**src/rtl/enigma_pkg.sv**
```systemverilog
// Shared definitions for the Enigma final-RAM result reader: symbol/address
// widths, symbol code points and the reader FSM state type.
package enigma_pkg;

  localparam int SYMB_W = 6;
  localparam int ADDR_W = 4;

  localparam int SYMB_NONE = 0;
  localparam int SYMB_A    = 1;
  localparam int SYMB_Z    = 26;

  typedef enum logic [2:0] {
    IDLE,
    RD,
    CAP,
    SEND,
    DONE
  } reader_state_t;

endpackage

```
**src/rtl/enigma_result_reader_if.sv**
```systemverilog
// Final-RAM read port plus valid/ready symbol stream between the result
// reader (master) and the RAM/sink side (slave).
interface enigma_result_reader_if;
    import enigma_pkg::*;

    logic              fr_rd_o;
    logic [ADDR_W-1:0] fr_addr_o;
    logic [SYMB_W-1:0] fr_data_i;
    logic [SYMB_W-1:0] out_symb_o;
    logic              out_valid_o;
    logic              out_ready_i;
    logic              out_last_o;
    logic              out_err_o;

    modport master (
        output fr_rd_o, fr_addr_o, out_symb_o, out_valid_o, out_last_o, out_err_o,
        input  fr_data_i, out_ready_i
    );

    modport slave (
        input  fr_rd_o, fr_addr_o, out_symb_o, out_valid_o, out_last_o, out_err_o,
        output fr_data_i, out_ready_i
    );

endinterface

```
**src/rtl/enigma_result_reader.sv**
```systemverilog
// Drains a run of encoded symbols from the final RAM and streams them out one
// at a time over valid/ready, flagging the last and out-of-range symbols.
module enigma_result_reader
    import enigma_pkg::*;
#(
    parameter int BASE_ADDR = 0
) (
    input  logic                   clk_i,
    input  logic                   rst_i,
    input  logic                   start_i,
    input  logic [ADDR_W-1:0]      symb_numb_i,
    output logic                   busy_o,
    output logic                   done_o,
    enigma_result_reader_if.master bus
);

    localparam logic [ADDR_W-1:0] BASE = ADDR_W'(BASE_ADDR);

    reader_state_t     state_q;
    logic [ADDR_W-1:0] count_q;
    logic [ADDR_W-1:0] index_q;
    logic [ADDR_W-1:0] index_d;
    logic [ADDR_W-1:0] addr_q;
    logic [SYMB_W-1:0] symb_q;
    logic              rd_q;
    logic              valid_q;
    logic              last_q;
    logic              err_q;
    logic              busy_q;
    logic              done_q;
    logic              data_err;

    assign index_d  = index_q + ADDR_W'(1);
    assign data_err = (int'(bus.fr_data_i) == SYMB_NONE) || (int'(bus.fr_data_i) > SYMB_Z);

    // Every output is a register so the RAM strobe and stream are glitch-free.
    // NOTE: sequential state uses non-blocking (<=) so all registers update
    // together on the edge regardless of statement order.
    always_ff @(posedge clk_i) begin
        if (rst_i) begin
            state_q <= IDLE;
            count_q <= '0;
            index_q <= '0;
            addr_q  <= '0;
            symb_q  <= '0;
            rd_q    <= 1'b0;
            valid_q <= 1'b0;
            last_q  <= 1'b0;
            err_q   <= 1'b0;
            busy_q  <= 1'b0;
            done_q  <= 1'b0;
        end else begin
            done_q <= 1'b0;
            case (state_q)
                IDLE: begin
                    if (start_i) begin
                        if (symb_numb_i != '0) begin
                            count_q <= symb_numb_i;
                            index_q <= '0;
                            addr_q  <= BASE;
                            rd_q    <= 1'b1;
                            busy_q  <= 1'b1;
                            state_q <= RD;
                        end else begin
                            done_q  <= 1'b1;
                            state_q <= DONE;
                        end
                    end
                end
                RD: begin
                    rd_q    <= 1'b0;
                    state_q <= CAP;
                end
                CAP: begin
                    symb_q  <= bus.fr_data_i;
                    last_q  <= (index_q == count_q - ADDR_W'(1));
                    err_q   <= data_err;
                    valid_q <= 1'b1;
                    state_q <= SEND;
                end
                SEND: begin
                    // Symbol and flags hold until the sink takes them.
                    if (bus.out_ready_i) begin
                        valid_q <= 1'b0;
                        if (last_q) begin
                            busy_q  <= 1'b0;
                            done_q  <= 1'b1;
                            state_q <= DONE;
                        end else begin
                            index_q <= index_d;
                            addr_q  <= BASE + index_d;
                            rd_q    <= 1'b1;
                            state_q <= RD;
                        end
                    end
                end
                DONE:    state_q <= IDLE;
                default: state_q <= IDLE;
            endcase
        end
    end

    assign busy_o          = busy_q;
    assign done_o          = done_q;
    assign bus.fr_rd_o     = rd_q;
    assign bus.fr_addr_o   = addr_q;
    assign bus.out_symb_o  = symb_q;
    assign bus.out_valid_o = valid_q;
    assign bus.out_last_o  = last_q;
    assign bus.out_err_o   = err_q;

endmodule

```
**src/flat_wrapper.sv**
```systemverilog
// flat-port wrapper written by rule: the top's interface ports become plain ports
module enigma_result_reader_flat import enigma_pkg::*;
#(
    parameter int BASE_ADDR = 0
)
  (clk_i, rst_i, start_i, symb_numb_i, busy_o, done_o, bus_fr_rd_o, bus_fr_addr_o, bus_out_symb_o, bus_out_valid_o, bus_out_last_o, bus_out_err_o, bus_fr_data_i, bus_out_ready_i);
  enigma_result_reader_if bus_i ();
  input  logic clk_i;
  input  logic rst_i;
  input  logic start_i;
  input  logic [ADDR_W-1:0] symb_numb_i;
  output logic busy_o;
  output logic done_o;
  output wire logic [$bits(bus_i.fr_rd_o)-1:0] bus_fr_rd_o;
  output wire logic [$bits(bus_i.fr_addr_o)-1:0] bus_fr_addr_o;
  output wire logic [$bits(bus_i.out_symb_o)-1:0] bus_out_symb_o;
  output wire logic [$bits(bus_i.out_valid_o)-1:0] bus_out_valid_o;
  output wire logic [$bits(bus_i.out_last_o)-1:0] bus_out_last_o;
  output wire logic [$bits(bus_i.out_err_o)-1:0] bus_out_err_o;
  input wire logic [$bits(bus_i.fr_data_i)-1:0] bus_fr_data_i;
  input wire logic [$bits(bus_i.out_ready_i)-1:0] bus_out_ready_i;
  assign bus_fr_rd_o = bus_i.fr_rd_o;
  assign bus_fr_addr_o = bus_i.fr_addr_o;
  assign bus_out_symb_o = bus_i.out_symb_o;
  assign bus_out_valid_o = bus_i.out_valid_o;
  assign bus_out_last_o = bus_i.out_last_o;
  assign bus_out_err_o = bus_i.out_err_o;
  assign bus_i.fr_data_i = bus_fr_data_i;
  assign bus_i.out_ready_i = bus_out_ready_i;
  enigma_result_reader #(.BASE_ADDR(BASE_ADDR)) u_core (.clk_i(clk_i), .rst_i(rst_i), .start_i(start_i), .symb_numb_i(symb_numb_i), .busy_o(busy_o), .done_o(done_o), .bus(bus_i));
endmodule
```
**config.mk**
```make
export PLATFORM = sky130hd
export DESIGN_NAME = enigma_result_reader_flat
export DESIGN_NICKNAME = d
export VERILOG_FILES = /design/src/rtl/enigma_pkg.sv /design/src/rtl/enigma_result_reader_if.sv /design/src/rtl/enigma_result_reader.sv /design/src/flat_wrapper.sv
export SDC_FILE = /design/constraint.sdc
export NUM_CORES = 1
export LEC_CHECK = 0
export CAP_MARGIN = 10
export CORE_ASPECT_RATIO = 1.75
export CORE_MARGIN = 3
export CORE_UTILIZATION = 47
export DETAILED_ROUTE_END_ITERATION = 8
export MAX_ROUTING_LAYER = met4
export PLACE_DENSITY = 0.79
export SLEW_MARGIN = 20
export SYNTH_ARGS = -nofsm -noshare
export SYNTH_HDL_FRONTEND = slang
export SYNTH_SLANG_ARGS = --single-unit
```
**constraint.sdc**
```tcl
create_clock -name clk_i -period 2.05 [get_ports clk_i]
set_input_delay 0.205 -clock clk_i [delete_from_list [all_inputs] [get_ports clk_i]]
set_output_delay 0.205 -clock clk_i [all_outputs]
set_load 0.005 [all_outputs]
```
## Word level (Yosys, flattened, before mapping)

Cells that the tools add are included.

| cells by class | value |
|---|---|
| reductions and logical operators | 13 |
| muxes and demuxes | 25 |
| order comparisons | 1 |
| add/sub/neg operators | 2 |
| equal/unequal tests | 9 |

Operator list:

| cell | number |
|---|---|
| 4-bit two-way mux | 4 |
| 5-bit AND reduction | 3 |
| 3-bit two-way mux | 4 |
| 3-bit case mux with 4 select lines | 1 |
| 1-bit two-way mux | 11 |
| 4-bit case mux with 2 select lines | 1 |
| 3-bit by 2-bit == test with 1-bit output, second input constant | 2 |
| 6-bit by 5-bit > comparator with 1-bit output, second input constant | 1 |
| 6-bit zero test | 1 |
| 2-bit != test, second input constant | 3 |
| 1-bit case mux with 2 select lines | 3 |
| 4-bit by 1-bit adder with 4-bit output, second input constant | 1 |
| 4-bit == test | 1 |
| 2-bit by 1-bit != test with 1-bit output, second input constant | 2 |
| 2-bit AND reduction | 2 |
| 2-bit nonzero test | 2 |
| 4-bit nonzero test | 1 |
| 4-bit by 1-bit subtractor with 4-bit output, second input constant | 1 |
| 3-bit by 1-bit == test with 1-bit output, second input constant | 1 |
| 3-bit zero test | 1 |
| 1-bit case mux with 3 select lines | 1 |
| 3-bit AND reduction | 1 |
| 3-bit nonzero test | 1 |
| 1-bit logical OR | 1 |

| word-level totals | value |
|---|---|
| logic and storage cells | 60 |
| register bits | 23 |
| output and inout bits | 16 |

## Depth between registers and ports, before layout

| depth | value |
|---|---|
| depth after elaboration | 4 |
| mapped depth | 6 |
| depth with buffers taken out | 6 |

## Least setup slack after synthesis

No wires, ideal clock.

| timing | value |
|---|---|
| path type | register to register |
| from | register u_core.state_q[1] |
| to | register u_core.err_q, in the netlist u_core.bus.out_err_o |
| data required time | 1.932 ns |
| setup slack | 0.612 ns |
| buffers on the path | 2 |
| stages on the path, launching flop included | 7 |
| arrival | 1.320 ns |
| path through | dfxtp_1 > buf_2 > inv_1 > or3_1 > buf_2 > nor3_1 > nor2_1 |

| on the way | value |
|---|---|
| word-level cells in the longest chain between the ends | 1 |

RTL lines:

| what | line | source |
|---|---|---|
| start, declared | enigma_result_reader.sv:19 | `reader_state_t state_q;` |
| start signal, assigned | enigma_result_reader.sv:41 | `state_q <= IDLE;` |
| start signal, assigned | enigma_result_reader.sv:63 | `state_q <= RD;` |
| start signal, assigned | enigma_result_reader.sv:66 | `state_q <= DONE;` |
| 3-bit by 2-bit == test with 1-bit output | enigma_result_reader.sv:54 | `case (state_q)` |
| end signal, assigned | enigma_result_reader.sv:77 | `err_q <= data_err;` |
| end, declared | enigma_result_reader.sv:28 | `logic err_q;` |

Every way passes these cells.
A chain may end at the register's enable or synchronous reset.

## Final worst setup path

| timing | value |
|---|---|
| from | register u_core.state_q[0] |
| to | register u_core.addr_q[3], in the netlist u_core.bus.fr_addr_o[3] |

| on the way | value |
|---|---|
| word-level cells in the longest chain between the ends | 3 |
| elaborated cells between the ends (all ways) | 9 |

RTL lines:

| what | line | source |
|---|---|---|
| 3-bit by 2-bit == test with 1-bit output or 3-bit zero test (tied branches) | enigma_result_reader.sv:54 |  |
| 2-bit != test (no line) (tied with other cells) | - |  |
| 5-bit AND reduction (no line) | - |  |
| end signal, assigned | enigma_result_reader.sv:91 | `addr_q <= BASE + index_d;` |
| end, declared | enigma_result_reader.sv:23 | `logic [ADDR_W-1:0] addr_q;` |

Parallel ways exist; a longest one is shown, timed or not.

==> reports/qor.csv <==
metric,value,unit
cts_made_buffers,3,
floorplan.die.width,43.0,um
post_drt_via_cell_ratio,5.54,
core_area,2200,sq um
dpl.hpwl,1.99,mm
period_share,0.838,
num_antenna_cells,0,
synthFlopType,sky130_fd_sc_hd__dfxtp_1,
worst_slew_margin_rel,0.682,
htree_levels,1,
seq_area_frac_synth,0.408,
worstSetupStartpointType,flop,
gpl.final_weighted_congestion,0.822,
static-leakage-power,0.526,nW
final_layout_size_suffix_gt1_frac,0.0870,
grt_first_pass_wirelength,4.29,mm
grt_start_max_net_pins,14,
p_int,0.722,mW
p_sw_frac,0.307,
number_of_flip_flops_and_latches_in_the_synthesized_netlist,23,
final_hold_viol_count,0,
ir_worst_vdd,0.000510,V
die_h,70.8,um
floorplan.die_area,3050,sq um
area_leader_netlist,sky130_fd_sc_hd__dfxtp_1,
flop_to_flop_setup_slack,0.33,ns
drt_first_iter_violations,23,
net-switching-power,0.319,mW
postSynth.asyncResetShare,0,
clock_power_share,0.197,
cp_cell_sequence,"nor3_1, or3_1, nor3_1, mux2i_1",
core.rowCount,22,
yosys.area.top_type_share,0.408,
root_buffer,sky130_fd_sc_hd__clkbuf_4,
number_of_antenna_violations_at_the_first_check_in_global_routing,0,
power.sequential.fraction,0.520,
final.min_clock_period,1.72,ns
clock_sinks,23,
dr_total_vias,1024,
skew,0.00316,ns
synth_area_leaders,"sky130_fd_sc_hd__dfxtp_1 (41%), sky130_fd_sc_hd__nand2_1 (9.3%), sky130_fd_sc_hd__a21oi_1 (6.7%), sky130_fd_sc_hd__xnor2_1 (3.9%), sky130_fd_sc_hd__nor2_1 (2.3%)",
tightest_slew,0.474,ns
synth.cell_area,1130,sq um
clock_insertion_delay_worst_skew,0.31,ns
rsz0062_at_grt,no,
synthMostInstantiatedCell,sky130_fd_sc_hd__nand2_1,
first_global_vias,1007,
synthToLayoutAreaGrowth,28.1,%
drt-wirelength-per-cell,13.7,um
timing.setup.critical_path_class,reg2reg,
status,"finished, final reports clean",
boundaryPins,30,
post-cts-setup-buffers,0,
initial_core_util,0.512,
synth.net_count,150,
hold_depth,2,
worst_path_max_delay_cell,sky130_fd_sc_hd__dfxtp_1,
worst-endpoint-arrival,1.97,ns
antenna_left,0,
most_used_cell_cp,sky130_fd_sc_hd__nor3_1,
detail_route.first_pass.iterations,4,
synth_top_cells_by_count,"sky130_fd_sc_hd__nand2_1 (28), sky130_fd_sc_hd__dfxtp_1 (23), sky130_fd_sc_hd__a21oi_1 (15)",
final_setup_tns,0,ns
power_share_of_the_combinational_group,0.282,
reg2reg_depth,4,
max_cap_check_violation_count,0,
syn-mean-instance-area,8.41,sq um
maxClockFrequency,582,MHz
hold_path_class,reg2reg,
clk_path_buf_depth,2,
postCtsHoldBufs,0,
finalMaxSlewViolations,0,
finish.instance_area,1440,sq um
globalRoute.totalOverflow,0,
critical_path.max_stage_delay,0.61,ns
path_max_fanout,13,
port_buffers,29,
cts-resized-gates,0,
finalSetupViolations,0,
grt.total_usage,0.184,
fin_nets,178,
drc_errors,0,
cts_tree,yes,
synth_enable_flop_cells,0,
yosysWarningCount,0,
routed_wirelength,2.54,mm
worstSetupEndpointType,flop,
synthesis.instances,134,
cts.clk_slew.worst_paths,0.11,ns
place_area,1420,sq um
netlist-cell-type-count,41,
required,2.30,ns
pwr_density_cell,721,nW/um^2
-- power by group through the flow --
stage	sequential (mW)	clock, mW	combinational, mW
final	0.542	0.206	0.294
after global routing	0.551	0.229	0.327
after CTS	0.542	0.211	0.296
after detailed placement	0.552	0	0.295
after global placement	0.549	0	0.286
after floorplan	0.533	0	0.191
-- cell families after synthesis --
| family | after synthesis | synth area share |
|---|---|---|
| buffers and inverters | 12 | 0.0499 |
| AO/OA/AOI/OAI | 30 | 0.176 |
| XOR/XNOR | 6 | 0.0466 |
| flip-flops | 23 | 0.408 |
| AND/OR/NAND/NOR | 60 | 0.287 |
| adder cells (fa/ha/maj) | 2 | 0.0222 |
| multiplexers | 1 | 0.00888 |
-- cells in the final DEF (no fill, tap or decap), drive strengths merged, types with 2 or more instances in the layout --
| cell | count |
|---|---|
| dfxtp | 23 |
| or4 | 2 |
| o22ai | 2 |
| nand2 | 28 |
| nand3 | 3 |
| a21oi | 16 |
| inv | 5 |
| clkdlybuf4s50 | 29 |
| nor3 | 7 |
| clkbuf | 4 |
| nor2 | 7 |
| o21ai | 3 |
| ha | 2 |
| xnor2 | 5 |
| or3 | 2 |
-- path summary, 6_finish.rpt --
kind,startpoint,end
setup / recovery,u_core.state_q[0],u_core.bus.fr_addr_o[3]
hold / removal,u_core.bus.out_symb_o[5],u_core.bus.out_symb_o[5]
setup reg to reg,u_core.state_q[0],u_core.bus.fr_addr_o[3]
hold reg to reg,u_core.bus.out_symb_o[5],u_core.bus.out_symb_o[5]
-- state kept, by name, summed over array words and instances (netlist names) --
name                    cells
u_core.bus.fr_rd_o          1
u_core.done_o               1
u_core.bus.out_err_o        1
u_core.bus.out_symb_o       6
u_core.bus.out_valid_o      1
u_core.bus.fr_addr_o        4
u_core.busy_o               1
u_core.bus.out_last_o       1
u_core.count_q              4
u_core.state_q              3
-- stage by stage --
stage	cells	util	power [mW]	setup slack [ns]	hold WS, ns
floorplan	134	-	0.724	0.612	0.341
global placement	181	0.644	0.835	0.197	0.442
detailed placement	181	0.644	0.846	0.137	0.453
finish	185	0.656	1.04	0.331	0.463
global route	185	0.656	1.11	0.227	0.479
CTS	185	0.656	1.05	0.320	0.466
-- area by class of cell --
cell class	count	area (sq um)
inverters	5	18.8
flip-flops and latches	23	460
fillers	190	758
clock buffers	4	26.3
well taps	24	30.0
multi-input cells	99	611
repair buffers	30	298
-- routing by layer --
layer | global-route usage | part of all wire | wire (um) | up-vias
li1 | - | - | - | 523
met1 | 0.206 | 0.39 | 994 | 459
met2 | 0.316 | 0.53 | 1360 | 37
met5 | - | 0 | 0 | -
met4 | 0.0839 | 0.019 | 48 | 0
met3 | 0.0229 | 0.054 | 138 | 5
-- critical path, delay by kind of cell, from the launching register on --
family        cells  cell delay [ns]
flops             1             0.61
mux               1             0.21
simple gates      3             0.83
(Power assumes the default switching activity.)
